--- config.mk ---
export PLATFORM = sky130hd
export DESIGN_NAME = sd_sector_buf
export DESIGN_NICKNAME = d
export VERILOG_FILES = /design/src/rtl/sd_sector_buf.sv
export SDC_FILE = /design/constraint.sdc
export NUM_CORES = 2
export LEC_CHECK = 0
export CORE_ASPECT_RATIO = 0.5
export CORE_MARGIN = 8
export CORE_UTILIZATION = 30
export DETAILED_ROUTE_END_ITERATION = 8
export DONT_BUFFER_PORTS = 1
export GPL_ROUTABILITY_DRIVEN = 0
export SLEW_MARGIN = 0
export SYNTH_ARGS = -nofsm -noshare
export SYNTH_HDL_FRONTEND = slang
export SYNTH_SLANG_ARGS = --single-unit
--- constraint.sdc ---
create_clock -name clk -period 7.7 [get_ports clk]
set_input_delay 2.31 -clock clk [delete_from_list [all_inputs] [get_ports clk]]
set_output_delay 2.31 -clock clk [all_outputs]
set_load 0.005 [all_outputs]
--- src/rtl/sd_sector_buf.sv ---
// rtl/sd_sector_buf.sv - SD sector capture buffer: fills 512 payload bytes plus CRC, then drains to UART TX
module sd_sector_buf #(
  parameter int DATA_BYTES = 512,
  parameter int CRC_BYTES  = 2,
  parameter int TIMEOUT    = 1048576
) (
  input  logic        clk,
  input  logic        rst,
  input  logic        rd_req,
  output logic        sd_ren,
  input  logic        wclk,
  input  logic [7:0]  miso_data,
  output logic        fifo_busy,
  output logic [7:0]  tx_data,
  output logic        tx_valid,
  input  logic        tx_ready,
  output logic [15:0] crc_word,
  output logic        done,
  output logic        err
);
  localparam int AW = $clog2(DATA_BYTES);
  localparam int CW = $clog2(DATA_BYTES + CRC_BYTES + 1);
  localparam int WW = $clog2(TIMEOUT + 1);
  localparam logic [CW-1:0] CRC_HI   = CW'(DATA_BYTES);
  localparam logic [CW-1:0] LAST_IN  = CW'(DATA_BYTES + CRC_BYTES - 1);
  localparam logic [AW-1:0] LAST_OUT = AW'(DATA_BYTES - 1);
  localparam logic [WW-1:0] WD_LAST  = WW'(TIMEOUT - 1);

  typedef enum logic [2:0] {IDLE, REQ, FILL, DRAIN, DONE} state_t;
  state_t state, state_nx;

  logic          wclk_s1, wclk_s2;
  logic [7:0]    data_s1;
  logic [CW-1:0] byte_cnt;
  logic [WW-1:0] wdog;
  logic [AW-1:0] rd_ptr;
  logic [7:0]    mem [DATA_BYTES];

  logic byte_stb, filling, take, wd_expire, hs;
  assign byte_stb  = wclk_s1 & ~wclk_s2;
  assign filling   = (state == REQ) || (state == FILL);
  assign take      = byte_stb & filling;
  // A byte arriving on the expiry cycle wins over the watchdog.
  assign wd_expire = filling & ~byte_stb & (wdog == WD_LAST);
  assign hs        = tx_valid & tx_ready;

  always_ff @(posedge clk or posedge rst) begin
    if (rst) state <= IDLE;
    else     state <= state_nx;
  end

  always_comb begin
    state_nx  = state;
    sd_ren    = 1'b0;
    fifo_busy = 1'b0;
    done      = 1'b0;
    case (state)
      IDLE:  if (rd_req) state_nx = REQ;
      REQ: begin
        sd_ren = 1'b1;
        if (byte_stb)       state_nx = FILL;
        else if (wd_expire) state_nx = IDLE;
      end
      FILL: begin
        if (take && byte_cnt == LAST_IN) state_nx = DRAIN;
        else if (wd_expire)              state_nx = IDLE;
      end
      DRAIN: begin
        fifo_busy = 1'b1;
        if (hs && rd_ptr == LAST_OUT) state_nx = DONE;
      end
      DONE: begin
        fifo_busy = 1'b1;
        done      = 1'b1;
        state_nx  = IDLE;
      end
      default: state_nx = IDLE;
    endcase
  end

  // Only the data stage aligned with wclk_s1 is ever consumed, so one data flop suffices.
  always_ff @(posedge clk or posedge rst) begin
    if (rst) begin
      wclk_s1  <= 1'b0;
      wclk_s2  <= 1'b0;
      data_s1  <= 8'h00;
      byte_cnt <= '0;
      wdog     <= '0;
      rd_ptr   <= '0;
      tx_data  <= 8'h00;
      tx_valid <= 1'b0;
      crc_word <= 16'h0000;
      err      <= 1'b0;
    end else begin
      wclk_s1 <= wclk;
      wclk_s2 <= wclk_s1;
      data_s1 <= miso_data;
      err     <= wd_expire;
      if (state == IDLE && rd_req) begin
        byte_cnt <= '0;
        wdog     <= '0;
      end
      if (filling) begin
        if (byte_stb) begin
          byte_cnt <= byte_cnt + 1'b1;
          wdog     <= '0;
          if (byte_cnt == CRC_HI)     crc_word[15:8] <= data_s1;
          else if (byte_cnt > CRC_HI) crc_word[7:0]  <= data_s1;
          if (byte_cnt == LAST_IN)    rd_ptr <= '0;
        end else begin
          wdog <= wdog + 1'b1;
        end
      end
      // Fetch only while nothing is offered, which yields one bubble per handshake.
      if (state == DRAIN) begin
        if (hs) begin
          tx_valid <= 1'b0;
          rd_ptr   <= rd_ptr + 1'b1;
        end else if (!tx_valid) begin
          tx_data  <= mem[rd_ptr];
          tx_valid <= 1'b1;
        end
      end
    end
  end

  always_ff @(posedge clk) begin
    if (take && byte_cnt < CRC_HI) mem[byte_cnt[AW-1:0]] <= data_s1;
  end
endmodule

== Yosys cells after proc, flatten, opt, wreduce, memory -nomap -nowiden ==
Memory sizes are Yosys's and may differ from the RTL's. A register that Yosys moved wholly into a read port is not among the register bits.
Index checks and enable logic that the tools add are counted.

* Bits in registers: 71
* Memory bits (writable): 4096
* Input port bits: 13
* Output and inout bits: 29
* Logic and storage cells: 72
* Memories kept: 1

{| class="wikitable"
|+ Memories
! memory !! words !! width !! read ports !! clocked after Yosys merged registers in !! write ports !! RTL line !! RTL
|-
| mem || 512 || 8 || 1 || 1 || 1 || 37 || <nowiki>logic [7:0] mem [DATA_BYTES];</nowiki>
|}

* $add $sub $neg: 3
* Order comparisons: 2
* Equal/unequal tests: 10
* Mux-type cells: 23
* Bitwise gates (word level): 10
* Reductions and logical operators: 12

{| class="wikitable"
|+ Operators with widths
! cell !! number
|-
| 2-to-1 mux 21 bit || 3
|-
| 2-to-1 mux 9 bit || 5
|-
| 2-to-1 mux 10 bit || 3
|-
| adder 21 x 1 -> 21 bit, second input constant || 1
|-
| == test 21 x 20 -> 1 bit, second input constant || 1
|-
| == test 10 bit, second input constant || 2
|-
| 2-to-1 mux 3 bit || 5
|-
| one-hot mux 3 bit (4 select lines) || 1
|-
| adder 10 x 1 -> 10 bit, second input constant || 1
|-
| greater-than comparator 10 bit, second input constant || 1
|-
| < comparator 10 bit, second input constant || 1
|-
| adder 9 x 1 -> 9 bit, second input constant || 1
|-
| == test 9 bit, second input constant || 1
|-
| == test 3 x 2 -> 1 bit, second input constant || 2
|-
| 2-to-1 mux 1 bit || 6
|-
| AND reduction 3 bit || 2
|-
| AND 1 bit || 5
|-
| inverter 1 bit || 5
|-
| logical AND 1 bit || 4
|-
| inequality test 2 bit, second input constant || 2
|-
| AND reduction 4 bit || 1
|-
| == test 3 x 1 -> 1 bit, second input constant || 1
|-
| == test 3 bit, second input constant || 1
|-
| logical NOT 3 bit || 1
|-
| other kinds (4) || 4
|}

== Depth between registers and ports, before layout ==
* Depth after elaboration: 8
* Depth in mapped cells: 15
* Depth with buffers taken out: 9

== Worst setup path after synthesis ==
Ideal clock, no wire load.

* Path kind: register -> register
* Start point: register data_s1[0]
* End point: memory mem[0][0], data pin
* Setup time: 1.406 ns
* Arrival time: 6.072 ns
* Required time: 6.294 ns
* Path slack: 0.222 ns
* Cell stages (with the launch flop): 1
* Path buffers: 0
* Clock period less this slack: 7.478 ns
* Path through: dfrtp_1

{| class="wikitable"
|+ RTL lines
! what !! RTL line !! RTL
|-
| from (decl) || 33 || <nowiki>logic [7:0] data_s1;</nowiki>
|-
| from (signal assigned) || 97 || <nowiki>data_s1 <= miso_data;</nowiki>
|-
| to (decl) || 37 ||
|}

No word-level cell before the write port.

==> results.yml <==
synthesis:
  synth_area_leaders: "edfxtp_1, mux4_2, mux2i_1"
  synth-async-reset-ratio_pct: 1.89
  synth_nets: 7848
  synth_area_per_cell_sq_um: 20.8
  synth_ff_type: "edfxtp_1"
  synth_area_sq_um: 163000
  synthesis.yosys.warnings: 0
  synth_area_leader_cell: "edfxtp_1"
  ys_ff_latch: 4175
  syn_inst: 7828
  synth_cell_types: 71
  yosys-top-cells-count: "edfxtp_1, mux4_2, nor2_1, mux2i_1, nand2_1"
  yosys.area.top_type_share_pct: 75.6
  synth_most_common_cell: "edfxtp_1"
  yosysSeqAreaShare_pct: 76.8
  synth_edf_count: 4096
final_layout:
  nNetsFinal: 7947
  final_cells: 15500
  multiInputGateArea_sq_um: 35200
  drive_gt1_share_pct: 21.2
  area_growth_pct: 13.2
  final_area_sq_um: 184000
  seq_area_sq_um: 125000
  nFillCells: 50100
  final_util_pct: 34.1
floorplan:
  rows: 191
  core_area_sq_um: 541000
  die_w_um: 1060
  fp.dieArea_sq_um: 568000
  ioPinCount: 42
  initial_core_util_pct: 30.1
  dieHeight_um: 537
route:
  vias: 81700
  drt-total-wl_um: 453000
  wire_per_inst_um: 29.2
  drt.antenna.violating_nets: 0
  drc: 0
  drtIter0Drc: 11300
  firstDrtPassIters: 6
  viasPerCell: 5.26
placement:
  dpl-instance-area_sq_um: 171000
  dp.cells: 14800
  hpwl_um: 268000
  io_buffers: 0
sta:
  clock.fmax_ghz: 0.194
  finalHoldViolCount: 0
  grt_setup_unrepaired: "false"
  setup_viol: 0
  maxSlewHeadroom_pct: 6.69
  slew_viol_final: 0
  worstMarginPinSlew_ps: 1380
  finalSetupTns_ps: 0
  min_period_ps: 5140
  worst_clock_skew_ps: 78.1
  period_share_pct: 66.8
clock_network:
  cts_setup_buffers: 0
  path_clk_slew_ps: 70
  cts_made_buffers: 407
  postCtsResizedCells: 0
  cts_tree: "done"
  insertion_delay_ps: 1000
  cts.sinks: 4175
  cts_max_level: 5
  max-clock-path-buffers: 4
  cts_root_buf: "clkbuf_16"
  hold_buffers: 0
power_and_ir_drop:
  power.share.clock_pct: 31.8
  p_int_uw: 42200
  p_sw_uw: 19200
  pwr_density_cell_nw_per_um2: 333
  peakVddDrop_mv: 0.349
  leakage_uw: 0.0557
  power_frac_seq_pct: 41.6
  finalPower_uw: 61400
  pwr-share-comb_pct: 26.6
  switching_share_pct: 31.2
run:
  cap_violations: 0
global_route:
  antenna_found_initial: 25
  grt_max_degree: 209
  grt_pass1_vias: 80300
  grt_pass1_wl_um: 635000
  grt_usage_pct: 15.4
  grt.overflow.total: 0
critical_path:
  crit_path_cell_trace: "buf_12 > mux4_2 > a221oi_1 > o21ai_0 > a211oi_1 > nor2_1 > nor4_1 > buf_4 > o31a_1 > o31ai_1"
  critPathMaxStageDelay_ps: 1080
  critPathKind: "reg -> reg"
  startpoint_type: "flop"
  arrival_ps: 5980
  worstPathRequired_ps: 8530
  cpMaxStageDelayCell: "nor4_1"
  end_kind: "flop"
  crit_path_max_fanout: 70
hold_path:
  hold_class: "reg -> reg"
status:
  status: "complete, no violations"
routing by layer:
metal | global-route usage, % | routed length [um]
met5 | 0 | 53
met1 | 21.2 | 184000
met3 | 3.43 | 44500
met4 | 4.97 | 15600
met2 | 24.1 | 209000
metrics by stage:
| stage | setup WS, ps | hold slack [ps] |
|---|---|---|
| 3_3_place_gp | 2400 | 380 |
| 6_report | 2560 | 391 |
| 2_1_floorplan | 222 | 355 |
| 4_1_cts | 2610 | 402 |
| 5_1_grt | 2370 | 412 |
| 3_5_place_dp | 2610 | 383 |
cells by family after synthesis:
family                   share of synthesized area (%)
buffers and inverters                             1.71
AO/OA/AOI/OAI                                     2.80
multiplexers                                      15.7
XOR/XNOR                                        0.0807
adder cells (fa/ha/maj)                         0.0538
AND/OR/NAND/NOR                                   2.83
flip-flops                                        76.8
final cells by class:
class	count	area share, %
Sequential cell	4175	67.9
Multi-Input combinational cell	3153	19.1
Clock buffer	526	5.95
Tap cell	7237	4.92
Clock inverter	228	1.07
Timing Repair Buffer	180	0.978
Inverter	10	0.0319
Antenna cell	13	0.0177
final timing paths:
check                               startpoint                      end  slack (ps)  cells after the start
setup / recovery           rd_ptr[0]$_DFF_PP0_   tx_data[7]$_DFFE_PP0P_        2560                     10
min in group asynchronous                  rst  crc_word[2]$_DFFE_PP0P_        1220                      1
max in group asynchronous                  rst      rd_ptr[3]$_DFF_PP0_        5140                      2
hold reg to reg              wclk_s1$_DFF_PP0_        wclk_s2$_DFF_PP0_         390                      0
setup reg to reg           rd_ptr[0]$_DFF_PP0_   tx_data[7]$_DFFE_PP0P_        2560                     10
hold / removal               wclk_s1$_DFF_PP0_        wclk_s2$_DFF_PP0_         390                      0
layout by cell type, fill, tap and decap left out, drive strengths merged, types with 11 or more instances in the layout:
cell type	n
a2111oi	18
a211oi	32
a21oi	131
a221oi	58
a22oi	63
a31oi	16
and2	12
and3	23
buf	180
bufinv	26
clkbuf	526
clkinv	181
dfrtp	79
diode	13
edfxtp	4096
inv	23
mux2	29
mux2i	374
mux4	950
nand2	293
nand2b	12
nand3	66
nand4	11
nor2	609
nor2b	18
nor3	31
o211ai	18
o21ai	117
o221ai	56
o22ai	66
o31ai	22
xor2	11
sequential cells by signal (all words and copies together) (netlist names):
register  flops
err           1
data_s1       8
wclk_s1       1
byte_cnt     10
wclk_s2       1
rd_ptr        9
state         3
mem        4096
tx_data       8
crc_word     16
tx_valid      1
wdog         21
power by group through the flow:
stage / sequential [uW] / clock (uW) / combinational [uW]
6_report: 25500 / 19500 / 16300
5_1_grt: 25500 / 20600 / 16900
4_1_cts: 25500 / 19800 / 16300
3_5_place_dp: 26000 / 0 / 16300
3_3_place_gp: 26000 / 0 / 16300
2_1_floorplan: 25900 / 0 / 10300
critical path: cells and delay by family (launching register included):
kind,cells,cell delay [ps]
simple gates,2,1170
mux,1,620
buf+inv,2,760
flops,1,1030
compound gates,5,1240
(Power assumes the default switching activity.)
